$ cat src/rtl/wptr_handler.sv
// Write-domain pointer and flag generator for an asynchronous FIFO.
// Produces binary/Gray write pointers, registered full/half-full/level, and overflow reporting.
module wptr_handler #(
    parameter int PTR_WIDTH   = 8,
    parameter int HALF_THRESH = 2 ** (PTR_WIDTH - 1),
    parameter int DROP_CNT_W  = 8
) (
    input  logic                  wclk,
    input  logic                  wrst_n,
    input  logic                  w_en,
    input  logic [PTR_WIDTH:0]    g_rptr_sync,
    input  logic                  ovf_clr,
    output logic [PTR_WIDTH:0]    b_wptr,
    output logic [PTR_WIDTH:0]    g_wptr,
    output logic                  full,
    output logic                  halffull,
    output logic [PTR_WIDTH:0]    wr_level,
    output logic                  overflow,
    output logic [DROP_CNT_W-1:0] drop_cnt
);

    localparam logic [PTR_WIDTH:0] HALF_THRESH_W = (PTR_WIDTH + 1)'(HALF_THRESH);

    function automatic logic [PTR_WIDTH:0] gray2bin(input logic [PTR_WIDTH:0] g);
        logic [PTR_WIDTH:0] b;
        b[PTR_WIDTH] = g[PTR_WIDTH];
        for (int i = PTR_WIDTH - 1; i >= 0; i--) begin
            b[i] = g[i] ^ b[i + 1];
        end
        return b;
    endfunction

    logic [PTR_WIDTH:0]    b_wptr_q, b_wptr_d;
    logic [PTR_WIDTH:0]    g_wptr_q, g_wptr_d;
    logic [PTR_WIDTH:0]    level_q, level_d;
    logic                  full_q, full_d;
    logic                  halffull_q, halffull_d;
    logic                  overflow_q, overflow_d;
    logic [DROP_CNT_W-1:0] drop_cnt_q, drop_cnt_d;

    logic                  accept;
    logic                  reject;
    logic [PTR_WIDTH:0]    b_rptr_sync;
    logic [PTR_WIDTH:0]    full_pattern;

    // Full when the write pointer is one lap ahead: the two MSBs of the Gray read
    // pointer are inverted, the remaining bits equal.
    assign full_pattern = {~g_rptr_sync[PTR_WIDTH:PTR_WIDTH-1], g_rptr_sync[PTR_WIDTH-2:0]};
    assign b_rptr_sync  = gray2bin(g_rptr_sync);

    assign accept = w_en & ~full_q;
    assign reject = w_en & full_q;

    // NOTE: every signal assigned in always_comb gets a default first so no latch is inferred.
    always_comb begin
        b_wptr_d   = b_wptr_q + (PTR_WIDTH + 1)'(accept);
        g_wptr_d   = (b_wptr_d >> 1) ^ b_wptr_d;
        full_d     = (g_wptr_d == full_pattern);
        level_d    = b_wptr_d - b_rptr_sync;
        halffull_d = (level_d >= HALF_THRESH_W);

        overflow_d = overflow_q;
        drop_cnt_d = drop_cnt_q;
        if (reject) begin
            // A rejected write outranks a simultaneous clear: the count restarts at one.
            overflow_d = 1'b1;
            if (ovf_clr) begin
                drop_cnt_d = DROP_CNT_W'(1);
            end else if (~&drop_cnt_q) begin
                drop_cnt_d = drop_cnt_q + DROP_CNT_W'(1);
            end
        end else if (ovf_clr) begin
            overflow_d = 1'b0;
            drop_cnt_d = '0;
        end
    end

    // NOTE: sequential state uses non-blocking assignments so all registers sample together.
    always_ff @(posedge wclk or negedge wrst_n) begin
        if (!wrst_n) begin
            b_wptr_q   <= '0;
            g_wptr_q   <= '0;
            level_q    <= '0;
            full_q     <= 1'b0;
            halffull_q <= 1'b0;
            overflow_q <= 1'b0;
            drop_cnt_q <= '0;
        end else begin
            b_wptr_q   <= b_wptr_d;
            g_wptr_q   <= g_wptr_d;
            level_q    <= level_d;
            full_q     <= full_d;
            halffull_q <= halffull_d;
            overflow_q <= overflow_d;
            drop_cnt_q <= drop_cnt_d;
        end
    end

    assign b_wptr   = b_wptr_q;
    assign g_wptr   = g_wptr_q;
    assign wr_level = level_q;
    assign full     = full_q;
    assign halffull = halffull_q;
    assign overflow = overflow_q;
    assign drop_cnt = drop_cnt_q;

endmodule

$ cat config.mk
export PLATFORM = sky130hd
export DESIGN_NAME = wptr_handler
export DESIGN_NICKNAME = d
export VERILOG_FILES = /design/src/rtl/wptr_handler.sv
export SDC_FILE = /design/constraint.sdc
export NUM_CORES = 1
export LEC_CHECK = 0
export ABC_AREA = 1
export CORE_MARGIN = 2
export CORE_UTILIZATION = 35
export CTS_CLUSTER_SIZE = 8
export DETAILED_ROUTE_END_ITERATION = 16
export GPL_ROUTABILITY_DRIVEN = 1
export PLACE_DENSITY_LB_ADDON = 0.1
export RECOVER_POWER = 100
export SLEW_MARGIN = 25
export SYNTH_ARGS = -nofsm -noshare
export SYNTH_HDL_FRONTEND = slang
export SYNTH_SLANG_ARGS = --single-unit
$ cat constraint.sdc
create_clock -name wclk -period 2.63 [get_ports wclk]
set_input_delay 0.6575 -clock wclk [delete_from_list [all_inputs] [get_ports wclk]]
set_output_delay 0.6575 -clock wclk [all_outputs]
set_load 0.01 [all_outputs]
# == After elaboration in Yosys (flattened, before gate mapping) ==
# Cells that the tools add are included.
# W data, S select, Z words.
# totals
in_bits,13
elab_cells,35
regBits,38
ramBits,0
latchBits,0
out_inout_bits,38
memories,0
romBits,0
# op_classes
multipliers,0
eq_ne,2
magnitude_cmp,1
bitwise_logic,13
mux,6
n_addsub,3
n_div,0
reduce_logical,3
shifts,0
# op_table
operator,count
$mux W8,4
$add A9 B1 Y9,1
$eq A9 B9 Y1,1
$ge A9 B8 Y1 const B,1
$sub A9 B9 Y9,1
$xor A8 B9 Y9,1
$add A8 B1 Y8 const B,1
$reduce_and A8 Y1,1
$xor A1 B1 Y1,8
$and A1 B1 Y1,2
$mux W1,2
$ne A2 B2 Y1 const B,1
$not A2 Y2,1
$reduce_and A2 Y1,1
$reduce_bool A2 Y1,1
$not A1 Y1,1

# == Longest topological paths before layout ==
# Gate-level depths: netlist of the first run.
# logic_depth
ltp_word,10
ltp_mapped,21
depth_no_buf,21

# == Worst setup path after synthesis of the first run ==
# No wires, ideal clock.
# synth_path
kind,input to register
from,input port g_rptr_sync[7]
to,"register halffull_q, in the netlist halffull"
setup_slack_ns,-0.422
required_ns,2.506
setup_ns,0.124
path_buffers,0
path_stages,21
t_arrival_ns,2.928
path_cell_list,inv_1 nand2_1 nand3_1 nand2_2 nand2_1 nand3_1 nand2_1 nand2_1 nand3_1 nand3_1 nand3_1 nand2_1 ha_1 inv_1 fa_1 nand3_1 nand2_1 a21oi_1 xor2_2 inv_2 or2_1
# synth_between
elab_chain_cells,10
# synth_rtl
element,line,text
"start, declared",11,"input logic [PTR_WIDTH:0] g_rptr_sync,"
$xor A1 B1 Y1 *,28,b[i] = g[i] ^ b[i + 1];
$xor A1 B1 Y1 (7 in series),28,
$sub A9 B9 Y9 *,59,level_d = b_wptr_d - b_rptr_sync;
via level_d[8],35,"logic [PTR_WIDTH:0] level_q, level_d;"
$ge A9 B8 Y1 *,60,halffull_d = (level_d >= HALF_THRESH_W);
via halffull_d,37,"logic halffull_q, halffull_d;"
"end signal, assigned",93,halffull_q <= halffull_d;
"end, declared",37,
# The timed path passes the listed nets; every way through them passes the cells marked *.
# A chain may end at the register's enable or synchronous reset.

# == Final worst setup path of the first run ==
# Ends and elaborated chain as after synthesis.

==> impl_metrics.toml, run 1 <==
[status]
run_status = "complete, but fails checks"
violated_checks = "setup timing"

[clocking]
clk_transition_reported_paths_ns = 0.09
cts_max_path_buffers = 2
clock_network_latency_to_the_later_pin_of_the_worst_skew_pair_ns = 0.30
cts_tree = "built"
clockRootBuffer = "clkbuf_8"
numCtsBuffers = 5
cts_sinks = 37
cts_max_level = 2

[run]
number_of_maximum_capacitance_constraint_violations = 0

[critical_path]
crit_reg_reg_endpoint = "halffull"
crit_path_top_delay_cell = "fa_2"
reg2reg_from = "full"
worst_setup_path_end_kind = "flop"
cp_data_required_time_ns = 2.82
r2r.worst_path.cells = 15
crit_top_cell = "nand2_4"
path_cells = "buf_12 > inv_16 > nand2_4 > nand3_4 > nand2_4 > nand2_4 > nand3_4 > nand2_4 > nand2_4 > nand3_4 > nand3_4 > nand3_2 > nand2_1 > ha_2 > inv_2 > fa_2 > nand3_2 > nand2_4 > a21oi_4 > xor2_2 > inv_2 > or2_1"
cp_slowest_stage_delay_ns = 0.39
type_of_the_setup_path_with_the_least_slack = "input pin to flop"
reg2reg_slack_ns = -0.05
cp-start-kind = "input pin"
maximum_fanout_along_the_worst_path = 4
critical_path_arrival_ns = 3.15

[synth]
yosysSeqAreaShare_pct = 42.8
postSynthAreaPerCell_um2 = 7.89
mappedNetlistArea_um2 = 2160
syn_nets = 299
netlist-cell-type-count = 24
synthesis.yosys.warnings = 0
yosys_register_bits = 37
syn_inst = 274

[sta]
max_fclk_mhz = 337
fin_worst_hold_slack_ns = 0.482
setup_ws_ns = -0.334
maxSlewHeadroom_pct = 35.7
finalMaxSlewViolations = 0
final.period_utilization_pct = 113
rsz0062_at_grt = "true"
post-route-min-period_ns = 2.96
slew_at_the_pin_closest_to_its_max_slew_limit_ns = 0.964
clk_skew_ns = 0.0126
finalHoldViolCount = 0
setup_viol_count_final = 4

[die]
initial_utilization_pct = 36.3
dieWidth_um = 82.6
core_area_um2 = 5960
total_die_area_um2 = 6820
number_of_ports_placed_on_the_die_boundary = 51
rows = 28
die_h_um = 82.6

[routing]
route.final.wire_length_um = 6000
via_count = 2234
post_drt_via_cell_ratio = 4.78
ant_nets = 0
wl_per_cell_um = 12.8
drtPass1Iterations = 4
drc_errors = 0
initialDrtViolationCount = 98

[grt]
grt_pass1_wl_um = 9760
grt_overflow_total = 0
vias_in_the_first_global_route = 2217
grt.total_usage_pct = 18.9
grt_max_degree = 38
antenna_found_initial = 0

[final_layout]
seq_area_um2 = 926
fraction_of_layout_cells_with_a_size_suffix_above_1_pct = 33.9
multi_input_comb_area_um2 = 1430
final_net_count = 416
area_growth_pct = 72.5
num_antenna_cells = 0
count_of_fill_cells_added_during_filler_insertion = 525

[power_and_ir_drop]
power.ir.vdd_worst_mv = 0.636
power.static_leakage_uw = 0.00184
power_density_nw_per_um2 = 1130
power_uw = 4220

[placed_design]
port_buffers = 50
place_congestion = 0.855
detailedPlacementHpwl_um = 4340
placement.setup.worst_slack_ns = -1.08

[worst_hold_path]
min_to = "overflow"
hold_class = "flop to flop"
worstHoldPathCells = 2
timing.hold.worst.start = "overflow"
## cell usage after synthesis, drive strengths merged
master	number	area, µm²
a21o	1	7.51
a21oi	12	60.1
nor2	14	52.6
o211ai	2	15.0
ha	11	138
buf	1	7.51
fa	1	20.0
xnor2	1	8.76
nor3	4	31.3
nand3	36	190
nand4	7	50.1
inv	43	161
o21ai	10	50.1
xor2	12	113
or2	1	6.26
o21bai	1	7.51
nand2	80	318
dfrtp	37	926
## layout make-up
type | instances | share of cell area [%]
Sequential cell | 37 | 24.8
Inverter | 43 | 4.96
Multi-Input combinational cell | 193 | 38.4
Clock buffer | 5 | 1.85
Tap cell | 75 | 2.52
Clock inverter | 3 | 1.74
Timing Repair Buffer | 111 | 25.7
## timing repair
action                                  CTS  global route
endpoints found under the setup margin   10             8
pin swaps                                25            26
setup buffers                             5             6
resized for setup                        61            26
hold buffers                              0             0
## through the flow
| stage | cell area (µm²) | instances | utilization, % | setup TNS [ns] |
|---|---|---|---|---|
| 6_report | 3730 | 467 | 62.6 | -0.827 |
| 5_1_grt | 3730 | 467 | 62.6 | -1.75 |
| 4_1_cts | 3660 | 462 | 61.5 | -0.615 |
| 3_5_place_dp | 3290 | 450 | 55.2 | -7.50 |
| 3_3_place_gp | 3290 | 450 | 55.2 | -7.12 |
| 2_1_floorplan | 2300 | 274 | - | -0.330 |
## state kept, by name (all words and copies together), names as in the netlist
signal and flops:
b_wptr 9, drop_cnt 8, full 1, g_wptr 8
halffull 1, overflow 1, wr_level 9
## where the power goes
part           internal (µW)  total [µW]  switching, µW  leakage (µW)
Combinational           1390        2680           1300       0.00132
Sequential               798         939            141      0.000450
Clock                    377         601            224     0.0000681
## layer usage
metal  share of wire, %  global-route usage [%]
met5                  0                       0
met4                1.1                    4.92
met3                4.6                    4.24
met2                 50                    32.1
met1                 44                    24.3
## worst max path at each step
stage,cells after the start,start,endpoint
after floorplan,21,g_rptr_sync[7],halffull
after global placement,23,g_rptr_sync[7],halffull
after detailed placement,23,g_rptr_sync[8],halffull
after CTS,23,g_rptr_sync[8],halffull
after global routing,22,g_rptr_sync[7],halffull
final,22,g_rptr_sync[7],halffull
## logic make-up after synthesis
group	synth area share [%]
buf+inv	7.81
compound gates	6.48
fa+ha+maj	7.29
flops	42.8
simple gates	30.0
xor+xnor	5.61
## critical path: cells and delay by family
kind	cells	cell delay, ns
buffers and inverters	4	0.23
AND/OR/NAND/NOR	14	1.35
XOR/XNOR	1	0.17
AO/OA/AOI/OAI	1	0.17
adder cells (fa/ha/maj)	2	0.56
## layout by cell type (no fill, tap or decap), drive strengths merged, types with 11 or more instances in the layout
cell type,synthesis,routed
nor2,14,14
ha,11,11
inv,43,43
a21oi,12,12
buf,1,60
dlygate4sd3,0,39
clkbuf,0,11
nand3,36,36
nand2,80,80
dfrtp,37,37
xor2,12,12
Power figures use the tool's default switching activity.
==> inputs of run 2 (changes only) <==
- TNS_END_PERCENT: default -> 50
==> impl_metrics.toml, run 2 (same netlist as run 1, synthesis figures left out) <==
[sta]
fin_worst_hold_slack_ns = 0.472
finalHoldViolCount = 0
post-route-min-period_ns = 2.89
finalMaxSlewViolations = 0
maxSlewHeadroom_pct = 35.0
final.period_utilization_pct = 110
slew_at_the_pin_closest_to_its_max_slew_limit_ns = 0.975
clk_skew_ns = 0.00918
rsz0062_at_grt = "true"
setup_tns_ns = -0.673
setup_viol_count_final = 5
max_fclk_mhz = 346
setup_ws_ns = -0.260

[die]
die_h_um = 82.6
core_area_um2 = 5960
total_die_area_um2 = 6820
initial_utilization_pct = 36.3
rows = 28
number_of_ports_placed_on_the_die_boundary = 51
dieWidth_um = 82.6

[clocking]
hold_buffers = 0
clk_transition_reported_paths_ns = 0.08
cts_sinks = 37
clock_network_latency_to_the_later_pin_of_the_worst_skew_pair_ns = 0.30
cts_tree = "built"
cts_max_path_buffers = 2
clockRootBuffer = "clkbuf_8"
numCtsBuffers = 5
cts_max_level = 2

[status]
run_status = "complete, but fails checks"
violated_checks = "setup timing"

[routing]
drtPass1Iterations = 4
ant_nets = 0
drc_errors = 0
initialDrtViolationCount = 43
via_count = 2163
post_drt_via_cell_ratio = 4.63
wl_per_cell_um = 12.3
route.final.wire_length_um = 5740

[final_layout]
finish.cell_count_without_fillers = 467
num_antenna_cells = 0
final_net_count = 416
fraction_of_layout_cells_with_a_size_suffix_above_1_pct = 34.7
count_of_fill_cells_added_during_filler_insertion = 521
seq_area_um2 = 926
multi_input_comb_area_um2 = 1430
area_growth_pct = 72.2
layout_commonest_cell = "nand2_1"
final_cell_mix = "nand2_1, buf_4, dlygate4sd3_1"

[placed_design]
dpl.cell_count = 450
detailedPlacementHpwl_um = 4260
place_congestion = 0.854
port_buffers = 50

[run]
number_of_maximum_capacitance_constraint_violations = 0

[critical_path]
maximum_fanout_along_the_worst_path = 4
cp_data_required_time_ns = 2.82
type_of_the_setup_path_with_the_least_slack = "input pin to flop"
cp-start-kind = "input pin"
crit_path_start = "g_rptr_sync[8]"
critical_path_arrival_ns = 3.08
worst_setup_path_end_kind = "flop"
reg2reg_from = "full"

[power_and_ir_drop]
power.static_leakage_uw = 0.00185
power_density_nw_per_um2 = 1120
power.ir.vdd_worst_mv = 0.621

[worst_hold_path]
timing.hold.worst.start = "overflow"
hold_class = "flop to flop"

[grt]
grt_max_degree = 38
grt.total_usage_pct = 18.3
grt_overflow_total = 0
grt_pass1_wl_um = 9430
antenna_found_initial = 0
vias_in_the_first_global_route = 2108
run 2: path summary, 6_finish.rpt:
kind                        endpoint  cells after the start  slack [ns]
max in group asynchronous       full                      1        1.52
min in group asynchronous  g_wptr[5]                      1        0.50
hold reg to reg             overflow                      2        0.47
hold / removal              overflow                      2        0.47
setup / recovery            halffull                     21       -0.26
setup reg to reg            halffull                     15        0.04
run 2: repair_timing:
action                                  4_1_cts  5_1_grt
gates resized for setup                      57       16
pin swaps                                    23       18
endpoints found under the setup margin       10        7
hold endpoints to repair                      0        0
setup buffers                                 8        3
run 2: metrics by stage:
step / utilization (%) / area [µm²] / setup slack [ns] / power, µW
after floorplan: - / 2300 / -0.258 / 2110
after global routing: 62.5 / 3720 / -0.366 / 4500
after detailed placement: 55.2 / 3290 / -1.04 / 3430
after global placement: 55.2 / 3290 / -0.995 / 3420
final: 62.5 / 3720 / -0.260 / 4160
after CTS: 61.9 / 3690 / -0.224 / 4270
run 2: cell type report:
| cell class | instances | share of cell area, % |
|---|---|---|
| inverter | 43 | 4.97 |
| sequential | 37 | 24.9 |
| clock inverter | 3 | 1.75 |
| multi-input combinational | 193 | 38.4 |
| clock buffer | 5 | 1.85 |
| tap | 75 | 2.52 |
| timing repair buffer | 111 | 25.7 |
run 2: layer usage:
layer | share of wire, % | GRT usage, % | vias up
met5 | 0 | 0 | -
li1 | - | - | 1123
met1 | 46 | 23.8 | 993
met2 | 48 | 30.2 | 40
met3 | 4.3 | 4.24 | 7
met4 | 1.4 | 5.57 | 0
run 2: power by group:
part / total (µW) / switching, µW / internal, µW
Combinational: 2620 / 1270 / 1350
Clock: 601 / 224 / 377
Sequential: 938 / 140 / 798
run 2: worst max-delay path: stages:
cell	delay, ns
buf_12	0.12
inv_8	0.07
nand2_4	0.05
nand3_4	0.09
nand2_4	0.08
nand2_4	0.09
nand3_4	0.12
nand3_2	0.15
nand3_4	0.11
nand3_2	0.10
nand3_2	0.07
nand2_1	0.08
ha_2	0.16
inv_2	0.04
fa_2	0.40
nand3_2	0.07
nand2_2	0.06
a21oi_2	0.17
xor2_2	0.15
inv_2	0.04
or2_1	0.19
